### src/rtl/pll_drp_seq.sv
// ---------------------------------------------------------------------------
// pll_drp_seq
// Parametrised PLL reconfiguration sequencer. A select strobe holds the PLL in
// reset, read-modify-writes NREG DRP registers using an external config table,
// then releases the PLL reset and waits for LOCKED. Every wait has a timeout.
//
// Ports
//   clk_i        single clock, also the PLL DCLK
//   rst_i        asynchronous active-high reset
//   sel_i/sen_i  requested configuration and its 1-cycle strobe
//   busy_o       high from an accepted strobe until srdy_o
//   srdy_o       1-cycle pulse at sequence end (success, timeout or rejection)
//   err_o        sticky error, cleared by the next accepted strobe
//   cur_cfg_o    last configuration fully written and locked
//   tbl_cfg_o    config-table lookup index (configuration)
//   tbl_reg_o    config-table lookup index (register 0..NREG-1)
//   tbl_daddr_i  DRP address for the current table entry
//   tbl_mask_i   1 = keep the bit read back, 0 = take it from tbl_bits_i
//   tbl_bits_i   replacement bit values
//   daddr_o, di_o, do_i, den_o, dwe_o, drdy_i   DRP port
//   rst_pll_o    PLL reset
//   locked_i     PLL lock indication
// ---------------------------------------------------------------------------
module pll_drp_seq #(
   parameter int NCFG    = 16,
   parameter int SEL_W   = 4,
   parameter int NREG    = 23,
   parameter int REG_W   = 5,
   parameter int ADDR_W  = 5,
   parameter int DATA_W  = 16,
   parameter int DRDY_TO = 255,
   parameter int LOCK_TO = 65535
) (
   input  logic              clk_i,
   input  logic              rst_i,
   input  logic [SEL_W-1:0]  sel_i,
   input  logic              sen_i,
   output logic              busy_o,
   output logic              srdy_o,
   output logic              err_o,
   output logic [SEL_W-1:0]  cur_cfg_o,
   output logic [SEL_W-1:0]  tbl_cfg_o,
   output logic [REG_W-1:0]  tbl_reg_o,
   input  logic [ADDR_W-1:0] tbl_daddr_i,
   input  logic [DATA_W-1:0] tbl_mask_i,
   input  logic [DATA_W-1:0] tbl_bits_i,
   output logic [ADDR_W-1:0] daddr_o,
   output logic [DATA_W-1:0] di_o,
   input  logic [DATA_W-1:0] do_i,
   output logic              den_o,
   output logic              dwe_o,
   input  logic              drdy_i,
   output logic              rst_pll_o,
   input  logic              locked_i
);

   localparam logic [2:0] ST_IDLE  = 3'd0;
   localparam logic [2:0] ST_PRST  = 3'd1;
   localparam logic [2:0] ST_RD    = 3'd2;
   localparam logic [2:0] ST_RDW   = 3'd3;
   localparam logic [2:0] ST_WR    = 3'd4;
   localparam logic [2:0] ST_WRW   = 3'd5;
   localparam logic [2:0] ST_LOCKW = 3'd6;

   // One counter serves both wait kinds, so size it for the longer timeout.
   localparam int TO_MAX = (DRDY_TO > LOCK_TO) ? DRDY_TO : LOCK_TO;
   localparam int CNT_W  = $clog2(TO_MAX + 1);
   localparam logic [CNT_W-1:0] DRDY_LAST = CNT_W'(DRDY_TO - 1);
   localparam logic [CNT_W-1:0] LOCK_LAST = CNT_W'(LOCK_TO - 1);
   localparam logic [REG_W-1:0] REG_LAST  = REG_W'(NREG - 1);
   localparam logic [SEL_W:0]   NCFG_EXT  = (SEL_W + 1)'(NCFG);

   logic [2:0]        state_q, state_d;
   logic              busy_q, busy_d;
   logic              srdy_q, srdy_d;
   logic              err_q, err_d;
   logic [SEL_W-1:0]  cur_cfg_q, cur_cfg_d;
   logic [SEL_W-1:0]  sel_q, sel_d;
   logic [REG_W-1:0]  idx_q, idx_d;
   logic [ADDR_W-1:0] daddr_q, daddr_d;
   logic [DATA_W-1:0] di_q, di_d;
   logic              den_q, den_d;
   logic              dwe_q, dwe_d;
   logic              rst_pll_q, rst_pll_d;
   logic [CNT_W-1:0]  cnt_q, cnt_d;
   logic              sel_ok;

   assign sel_ok = ({1'b0, sel_i} < NCFG_EXT);

   // Next-state logic. DEN/DWE default low so each DRP access is a single
   // cycle pulse. A DRDY timeout also drops the PLL reset, leaving the PLL
   // running with whatever was partially written.
   always_comb begin
      state_d   = state_q;
      busy_d    = busy_q;
      srdy_d    = 1'b0;
      err_d     = err_q;
      cur_cfg_d = cur_cfg_q;
      sel_d     = sel_q;
      idx_d     = idx_q;
      daddr_d   = daddr_q;
      di_d      = di_q;
      den_d     = 1'b0;
      dwe_d     = 1'b0;
      rst_pll_d = rst_pll_q;
      cnt_d     = cnt_q;
      case (state_q)
         ST_IDLE: begin
            rst_pll_d = 1'b0;
            if (sen_i) begin
               if (sel_ok) begin
                  sel_d     = sel_i;
                  err_d     = 1'b0;
                  busy_d    = 1'b1;
                  rst_pll_d = 1'b1;
                  idx_d     = '0;
                  state_d   = ST_PRST;
               end else begin
                  err_d  = 1'b1;
                  srdy_d = 1'b1;
               end
            end
         end
         ST_PRST: state_d = ST_RD;
         ST_RD: begin
            den_d   = 1'b1;
            daddr_d = tbl_daddr_i;
            cnt_d   = '0;
            state_d = ST_RDW;
         end
         ST_RDW: begin
            if (drdy_i) begin
               di_d    = (do_i & tbl_mask_i) | (tbl_bits_i & ~tbl_mask_i);
               state_d = ST_WR;
            end else if (cnt_q == DRDY_LAST) begin
               err_d     = 1'b1;
               rst_pll_d = 1'b0;
               srdy_d    = 1'b1;
               busy_d    = 1'b0;
               state_d   = ST_IDLE;
            end else begin
               cnt_d = cnt_q + 1'b1;
            end
         end
         ST_WR: begin
            den_d   = 1'b1;
            dwe_d   = 1'b1;
            cnt_d   = '0;
            state_d = ST_WRW;
         end
         ST_WRW: begin
            if (drdy_i) begin
               if (idx_q == REG_LAST) begin
                  rst_pll_d = 1'b0;
                  cnt_d     = '0;
                  state_d   = ST_LOCKW;
               end else begin
                  idx_d   = idx_q + 1'b1;
                  state_d = ST_RD;
               end
            end else if (cnt_q == DRDY_LAST) begin
               err_d     = 1'b1;
               rst_pll_d = 1'b0;
               srdy_d    = 1'b1;
               busy_d    = 1'b0;
               state_d   = ST_IDLE;
            end else begin
               cnt_d = cnt_q + 1'b1;
            end
         end
         ST_LOCKW: begin
            if (locked_i) begin
               cur_cfg_d = sel_q;
               srdy_d    = 1'b1;
               busy_d    = 1'b0;
               state_d   = ST_IDLE;
            end else if (cnt_q == LOCK_LAST) begin
               err_d   = 1'b1;
               srdy_d  = 1'b1;
               busy_d  = 1'b0;
               state_d = ST_IDLE;
            end else begin
               cnt_d = cnt_q + 1'b1;
            end
         end
         default: state_d = ST_IDLE;
      endcase
   end

   // State registers. Reset holds the PLL in reset; it is released by the
   // IDLE branch on the first clock edge after reset falls.
   always_ff @(posedge clk_i or posedge rst_i) begin
      if (rst_i) begin
         state_q   <= ST_IDLE;
         busy_q    <= 1'b0;
         srdy_q    <= 1'b0;
         err_q     <= 1'b0;
         cur_cfg_q <= '0;
         sel_q     <= '0;
         idx_q     <= '0;
         daddr_q   <= '0;
         di_q      <= '0;
         den_q     <= 1'b0;
         dwe_q     <= 1'b0;
         rst_pll_q <= 1'b1;
         cnt_q     <= '0;
      end else begin
         state_q   <= state_d;
         busy_q    <= busy_d;
         srdy_q    <= srdy_d;
         err_q     <= err_d;
         cur_cfg_q <= cur_cfg_d;
         sel_q     <= sel_d;
         idx_q     <= idx_d;
         daddr_q   <= daddr_d;
         di_q      <= di_d;
         den_q     <= den_d;
         dwe_q     <= dwe_d;
         rst_pll_q <= rst_pll_d;
         cnt_q     <= cnt_d;
      end
   end

   assign busy_o    = busy_q;
   assign srdy_o    = srdy_q;
   assign err_o     = err_q;
   assign cur_cfg_o = cur_cfg_q;
   assign tbl_cfg_o = sel_q;
   assign tbl_reg_o = idx_q;
   assign daddr_o   = daddr_q;
   assign di_o      = di_q;
   assign den_o     = den_q;
   assign dwe_o     = dwe_q;
   assign rst_pll_o = rst_pll_q;

endmodule

### config.mk
export PLATFORM = sky130hd
export DESIGN_NAME = pll_drp_seq
export DESIGN_NICKNAME = d
export VERILOG_FILES = /design/src/rtl/pll_drp_seq.sv
export SDC_FILE = /design/constraint.sdc
export NUM_CORES = 1
export LEC_CHECK = 0
export ABC_AREA = 1
export BUFFER_PORTS_ARGS = -buffer_cell sky130_fd_sc_hd__buf_2
export CAP_MARGIN = 40
export CELL_PAD_IN_SITES_DETAIL_PLACEMENT = 1
export CELL_PAD_IN_SITES_GLOBAL_PLACEMENT = 1
export CORE_ASPECT_RATIO = 2
export CORE_MARGIN = 2
export CORE_UTILIZATION = 39
export DETAILED_ROUTE_END_ITERATION = 8
export HOLD_SLACK_MARGIN = 0.02
export PLACE_DENSITY_LB_ADDON = 0.1
export SLEW_MARGIN = 5
export SYNTH_ARGS = -nofsm -noshare
export SYNTH_HDL_FRONTEND = slang
export SYNTH_SLANG_ARGS = --single-unit
export TNS_END_PERCENT = 10
### constraint.sdc
create_clock -name clk_i -period 2.8 [get_ports clk_i]
set_clock_uncertainty 0.1 [all_clocks]
set_input_delay 0.28 -clock clk_i [delete_from_list [all_inputs] [get_ports clk_i]]
set_output_delay 0.28 -clock clk_i [all_outputs]
set_load 0.05 [all_outputs]
### Yosys cells after proc, flatten, opt, wreduce, memory -nomap -nowiden

Cells that the tools add are included.

* multiplexer cells: 44
* reductions and logical operators: 16
* bitwise operators: 4
* add/subtract/negate cells: 2
* equal/unequal tests: 20

Operator list (number)
* 16-bit two-way mux: 6
* 16-bit case mux with 4 select lines: 1
* 16-bit AND: 2
* 1-bit two-way mux: 21
* 3-bit two-way mux: 7
* 3-bit case mux with 7 select lines: 1
* 16-bit by 1-bit adder with 16-bit output (second input constant): 1
* 16-bit == test (second input constant): 1
* 16-bit by 8-bit == test with 1-bit output (second input constant): 1
* 2-bit inequality test (second input constant): 8
* 16-bit inverter: 1
* 16-bit bitwise OR: 1
* 5-bit two-way mux: 3
* 5-bit case mux with 2 select lines: 1
* 5-bit AND reduction: 2
* 3-bit == test (second input constant): 3
* 1-bit case mux with 3 select lines: 3
* 2-bit AND reduction: 4
* 3-bit by 2-bit == test with 1-bit output (second input constant): 2
* 3-bit inequality test (second input constant): 2
* 6-bit AND reduction: 1
* 3-bit nonzero test: 2
* 5-bit by 1-bit adder with 5-bit output (second input constant): 1
* 5-bit == test (second input constant): 1
* other kinds (9): 10

* logic and storage cells: 99
* register bits: 59
* output and inout bits: 40
* bits of input ports: 62

### Depth between registers and ports, before layout

Gate-level depths: netlist of the first run.

* depth after elaboration: 4
* mapped depth: 13
* gate-level depth less buffers: 13

### Worst setup path before layout of the first run

OpenSTA, ideal clock, no wires.

* kind: reg-to-reg
* start: register idx_q[1] (netlist: tbl_reg_o[1])
* end: register cnt_q[13]
* path buffers: 0
* data required time: 2635 ps
* arrival: 1723 ps
* stages on the path, launching flop included: 10
* library setup time: 65 ps
* setup slack: 912 ps
* clock period less this slack: 1888 ps
* cells stage by stage: dfrtp_1 ha_1 nand4_1 nand2_1 nand2_1 nor2_4 nand2_4 nor2_2 nand2_1 nand2_1

* word-level cells in the longest chain between the ends: 3

RTL lines
* start: declaration: line 79 `logic [REG_W-1:0] idx_q, idx_d;`
* start signal: assignment: line 214 `idx_q <= idx_d;`
* 5-bit == test: line 153 `if (idx_q == REG_LAST) begin`
* 3-bit inequality test (no source line)
* 5-bit AND reduction (no source line)
* end signal: assignment: line 220 `cnt_q <= cnt_d;`
* end: declaration: line 85 `logic [CNT_W-1:0] cnt_q, cnt_d;`

No other way between the ends.
A chain may end at the register's enable or synchronous reset.

### Final worst setup path of the first run

* start: register state_q[0]
* end: register cnt_q[1]

* word-level cells in the longest chain between the ends: 4
* elaborated cells on any way between the ends: 13
* those cells by class: 9 x eq/ne; 1 x mux; 3 x reduce/logical

RTL lines
* start: declaration: line 73 `logic [2:0] state_q, state_d;`
* start signal: assignment: line 208 `state_q <= state_d;`
* 3-bit == test or 3-bit by 2-bit == test with 1-bit output (tied branches): line 107 `case (state_q)`
* 2-bit OR reduction (no source line)
* 4-bit nonzero test (no source line)
* 5-bit AND reduction (no source line)

Several ways; a longest one is shown, not always the timed one.

==> out/results.ini, run 1 <==
[status]
status = complete, no violations

[setup_path]
cp_max_fo = 15
r2r_slack_ns = 0.75
rr_worst_depth = 9
critical_path_required_ns = 2.90
start_kind = register
startpoint = state_q[0]
worstReg2RegEnd = cnt_q[1]
r2r_start = state_q[0]
crit_path_end_kind = register
cp-endpoint = cnt_q[1]
critPathKind = reg -> reg
arrival_ns = 2.15

[global_route]
grt_overflow = 0
grt_pass1_vias = 3918
gr-usage-met1_pct = 21.1
met2_usage_pct = 47.2
grt_usage_pct = 23.9
grt_max_degree = 60
grt_most_used_layer = met2
globalRouteMet3Util_pct = 6.00
antenna_found_initial = 0
grt_first_pass_wirelength_um = 17700

[clock_network]
htreeDepth = 3
cts_setup_buffers = 0
clockBufferDepth = 2
clock_sinks = 59
cts_tree = built
cts_buffers = 9
cts-root-buf = clkbuf_16
clk_latency_ns = 0.33
path_clk_slew_ns = 0.05

[drt]
routedWlPerCell_um = 15.8
viasPerCell = 5.19
ant_nets = 0
vias = 3526
drt_wl_total_um = 10800
drc = 0
firstDrtPassIters = 4
drt-initial-drc-count = 124

[run]
max-cap-violations = 0

[timing]
hold_slack_ns = 0.0694
layout_min_cycle_time_ns = 2.05
maxSlewViolCount = 0
worst_slack_ns = 0.748
finalSetupViolCount = 0
fmax_ghz = 0.487
setup_tns_ns = 0
period_share_pct = 73.3
hold_viol = 0
slew_headroom_pct = 68.4
worst_pin_slew_ns = 0.475
rsz0062_at_grt = false

[die]
io_pins = 102
die_x_um = 70.0
die_h_um = 136
initial_core_util_pct = 39.8
core_sq_um = 8530
fp-row-count = 48
dieArea_sq_um = 9510

[finish]
drive_gt1_share_pct = 24.8
final_core_utilization_pct = 50.9
fill_cells = 1127
nets = 641
diodes = 0
fin_area_sq_um = 4340
syn_to_final_growth_pct = 27.9
mostFrequentLayoutCells = nand2_1, buf_2, inv_1
layout_commonest_cell = nand2_1

[yosys]
seq_area_frac_synth_pct = 43.5
synth_warnings = 0
postSynth.asyncResetShare_pct = 100
synth_cell_types = 34
synth-edff-count = 0
ys_seq_elements = 59
syn_nets = 532
mappedNetlistArea_sq_um = 3390
synthCells = 466
yosys_most_used_dff = dfrtp_1
syn_avg_cell_area_sq_um = 7.28

[placement]
place_area_sq_um = 4020
pre_cts_slack_ns = 0.738
hpwl_um = 8440
gp_congestion = 0.830
numPortBuffers = 101

[hold_path]
hold_path_class = in -> reg

[pwr]
power_density_nw_per_um2 = 1150
ir_drop_v = 0.000651
p_leak_uw = 0.00240

==> sequential cells by signal (all words and copies together) (netlist names), 3 cells and up <==
signal,cells
cnt_q,16
di_o,16
daddr_o,5
tbl_reg_o,5
cur_cfg_o,4
tbl_cfg_o,4
state_q,3
==> area by class of cell <==
class / instances / area (sq um) / area share (%)
clock buffers: 12 / 267 / 6.14
clock inverters: 4 / 47.5 / 1.09
inverters: 65 / 246 / 5.68
multi-input cells: 336 / 1640 / 37.7
flip-flops and latches: 59 / 1480 / 34.0
well taps: 100 / 125 / 2.88
repair buffers: 104 / 543 / 12.5
==> power breakdown <==
| group | total [uW] | internal [uW] | switching (uW) |
|---|---|---|---|
| logic | 2460 | 600 | 1860 |
| clock network | 1150 | 757 | 390 |
| registers | 1400 | 1160 | 234 |
| total | 5000 | 2520 | 2480 |
==> worst min path at each step <==
stage / startpoint / to / slack [ns] / cells after the start
6_report: sel_i[3] / tbl_cfg_o[3] / 0.07 / 3
5_1_grt: sel_i[3] / tbl_cfg_o[3] / 0.07 / 3
4_1_cts: sel_i[3] / tbl_cfg_o[3] / 0.06 / 3
3_5_place_dp: rst_i / di_o[10] / 0.28 / 3
3_3_place_gp: rst_i / di_o[10] / 0.27 / 3
2_1_floorplan: sel_i[0] / tbl_cfg_o[0] / 0.30 / 2
==> synthesized netlist by cell type, types with 2 or more instances <==
cell type,n,area [sq um]
nand4_1,14,87.6
ha_1,4,50.1
nand3_1,33,165
nor2_8,2,40.0
nor3_1,3,15.0
xor2_1,2,17.5
nand3_2,2,20.0
nand2_2,4,25.0
nor2_1,33,124
nor2_2,2,12.5
nand2_1,157,589
nor2_4,2,22.5
inv_1,63,236
o21ai_0,54,270
mux2_2,5,56.3
clkbuf_1,4,15.0
dfrtp_1,58,1450
a21oi_1,8,40.0
==> cell families (layout without fill, tap and decap cells) <==
group | Yosys count | after routing | synth area share [%]
adder cells (fa/ha/maj) | 4 | 4 | 1.47
AND/OR/NAND/NOR | 256 | 256 | 33.7
multiplexers | 5 | 5 | 1.66
XOR/XNOR | 2 | 2 | 0.516
flip-flops | 59 | 59 | 43.5
buffers and inverters | 71 | 185 | 8.26
AO/OA/AOI/OAI | 69 | 69 | 10.9
==> worst max-delay path, cell delays in order (launching register included) <==
cell and delay, ns:
dfrtp_1 0.63, nor2_8 0.12, inv_4 0.15, nor2_8 0.05
inv_2 0.13, nand3_2 0.11, nor2_4 0.33, nand2_1 0.13
nand2_1 0.07, o21ai_0 0.09
==> per-stage QoR <==
stage | total power [uW] | cells
after floorplan | 3220 | 466
after global placement | 3790 | 663
after detailed placement | 3860 | 663
after CTS | 5060 | 680
after global routing | 5320 | 680
final | 5000 | 680
==> what timing repair did <==
item | CTS | global route
endpoints found under the hold margin | 58 | 0
gates resized for setup | 0 | 0
hold buffers | 1 | 0
setup endpoints to repair | 0 | 0
==> routing by layer <==
metal / wire length (um) / share of wire [%] / vias up
met5: 0 / 0 / -
met2: 6410 / 60 / 95
met4: 501 / 4.7 / 0
met3: 421 / 3.9 / 37
met1: 3440 / 32 / 1683
li1: - / - / 1711
Note: power is estimated with default switching activity, not from simulation.
==> run 2, diff against run 1 <==
CORE_UTILIZATION = 36   (was 39)
clock period = 1.9 ns   (was 2.8 ns; I/O delays follow)
==> run 2 against run 1 <==
  * Critical path depth rose by 4
  * Largest power group unchanged
  * Flip-flop and latch count is the same
  * Sequential share of layout area shrank 1.9 points
  * Hold slack got worse by 0.0037 ns
  * Critical path type unchanged
  * Count of clock-buffer cells in the layout shrank 1
  * First-iteration DRC count shrank 19%
  * Cell area grew 5.8%
  * Total power is 49% higher
  * Utilization decreased by 1.3 points
  * Die area up 8.0%
  * Clock power grew 41%
==> out/results.ini, run 2 (synthesized netlist as in run 1, its figures left out) <==
[global_route]
grt_usage_pct = 22.7
grt_overflow = 0
grt_pass1_vias = 3852
grt_max_degree = 60
antenna_found_initial = 0
grt_first_pass_wirelength_um = 18000

[drt]
ant_nets = 0
drt_wl_total_um = 11000
viasPerCell = 5.01
firstDrtPassIters = 4
drt-met1-wl_um = 3830
dr_wl_met3_um = 391
drc = 0
wl_met2_um = 6530
vias = 3570
routedWlPerCell_um = 15.4
top_layer_used = met4
drt-initial-drc-count = 100

[finish]
final_core_utilization_pct = 49.6
mostFrequentLayoutCells = nand2_1, buf_2, inv_1
layout_commonest_cell = nand2_1
syn_to_final_growth_pct = 35.4
fin_area_sq_um = 4600
fill_cells = 1216
fin_cells = 712
drive_gt1_share_pct = 28.0
nets = 669
diodes = 0

[setup_path]
cpMaxStageDelayCell = dfrtp_1
crit_chain = inv_1, ha_1, inv_1, nor2_1, nand2_1, nor2_2, nand2_1, nand2_1, nor2_4, nand2_1, nand2_1, nand2_1, inv_1
cp_max_fo = 8
critical_path_required_ns = 2.02
cpMostUsedCell = nand2_1
start_kind = register
r2r_start = cnt_q[0]
arrival_ns = 1.99
rr_worst_depth = 13
critPathKind = reg -> reg
crit_path_end_kind = register
cp-endpoint = cnt_q[8]
worstReg2RegEnd = cnt_q[8]
slowest_delay_ns = 0.40
r2r_slack_ns = 0.03
startpoint = cnt_q[0]

[clock_network]
clk_latency_ns = 0.33
cts_buffers = 9
htreeDepth = 3
cts_tree = built
clockBufferDepth = 2
cts-root-buf = clkbuf_16
clock_sinks = 59
path_clk_slew_ns = 0.05

[timing]
rsz0062_at_grt = true
period_share_pct = 98.4
worst_pin_slew_ns = 0.381
slew_headroom_pct = 74.5
fmax_ghz = 0.535
worst_slack_ns = 0.0307
finalSetupViolCount = 0
hold_viol = 0
maxSlewViolCount = 0
layout_min_cycle_time_ns = 1.87

[pwr]
p_leak_uw = 0.00253
ir_drop_v = 0.000921
power_density_nw_per_um2 = 1620
power.total_uw = 7460

[die]
fp-row-count = 50
core_sq_um = 9260
die_x_um = 72.7
dieArea_sq_um = 10300
initial_core_util_pct = 36.7
io_pins = 102
die_h_um = 141

[placement]
place_area_sq_um = 4150
numPortBuffers = 101
dp.cells = 684
gp_congestion = 0.794
pre_cts_slack_ns = -0.0262
hpwl_um = 8470

[run]
max-cap-violations = 0

[hold_path]
hold_path_class = in -> reg

[status]
status = complete, no violations

-- run 2: power breakdown --
group	switching, uW	internal [uW]	total, uW
Clock	574	1040	1620
Sequential	321	1720	2040
Combinational	2790	1020	3810
Total	3680	3780	7460
-- run 2: metal layers --
layer  track usage [%]  up-vias
met1              22.3     1698
met2              44.3       79
met3              4.26       20
met4              9.16        0
li1                  -     1773
met5                 0        -
-- run 2: worst max-delay path: cells and delay by family, from the launching register on --
kind / cells / cell delay [ns]
flops: 1 / 0.40
simple gates: 9 / 0.97
buf+inv: 3 / 0.17
fa+ha+maj: 1 / 0.14
-- run 2: layout make-up --
| type | count | area (sq um) | area share (%) |
|---|---|---|---|
| Timing Repair Buffer | 131 | 781 | 17.0 |
| Inverter | 65 | 246 | 5.36 |
| Multi-Input combinational cell | 337 | 1670 | 36.2 |
| Sequential cell | 59 | 1480 | 32.2 |
| Tap cell | 104 | 130 | 2.83 |
| Clock inverter | 5 | 52.6 | 1.14 |
| Clock buffer | 11 | 243 | 5.28 |
-- run 2: worst min path at each step --
stage / from / end / cells past startpoint
2_1_floorplan: sel_i[0] / tbl_cfg_o[0] / 2
3_3_place_gp: rst_i / daddr_o[4] / 3
3_5_place_dp: rst_i / daddr_o[3] / 3
4_1_cts: tbl_mask_i[15] / di_o[15] / 4
5_1_grt: tbl_bits_i[15] / di_o[15] / 3
6_report: tbl_mask_i[15] / di_o[15] / 4
-- run 2: per-stage QoR --
stage                TNS, ns  hold slack [ns]
finish                     0           0.0657
global route          -0.981           0.0859
CTS                 -0.00540           0.0634
detailed placement   -0.0650            0.182
global placement     -0.0623            0.175
floorplan                  0            0.211
-- run 2: repair_timing --
item | CTS | global route
gates resized for setup | 3 | 10
buffers inserted | 1 | 0
hold endpoints to repair | 67 | 0
pin swaps | 1 | 3
endpoints found under the setup margin | 7 | 25
gates cloned | 0 | 1
hold buffers | 10 | 0
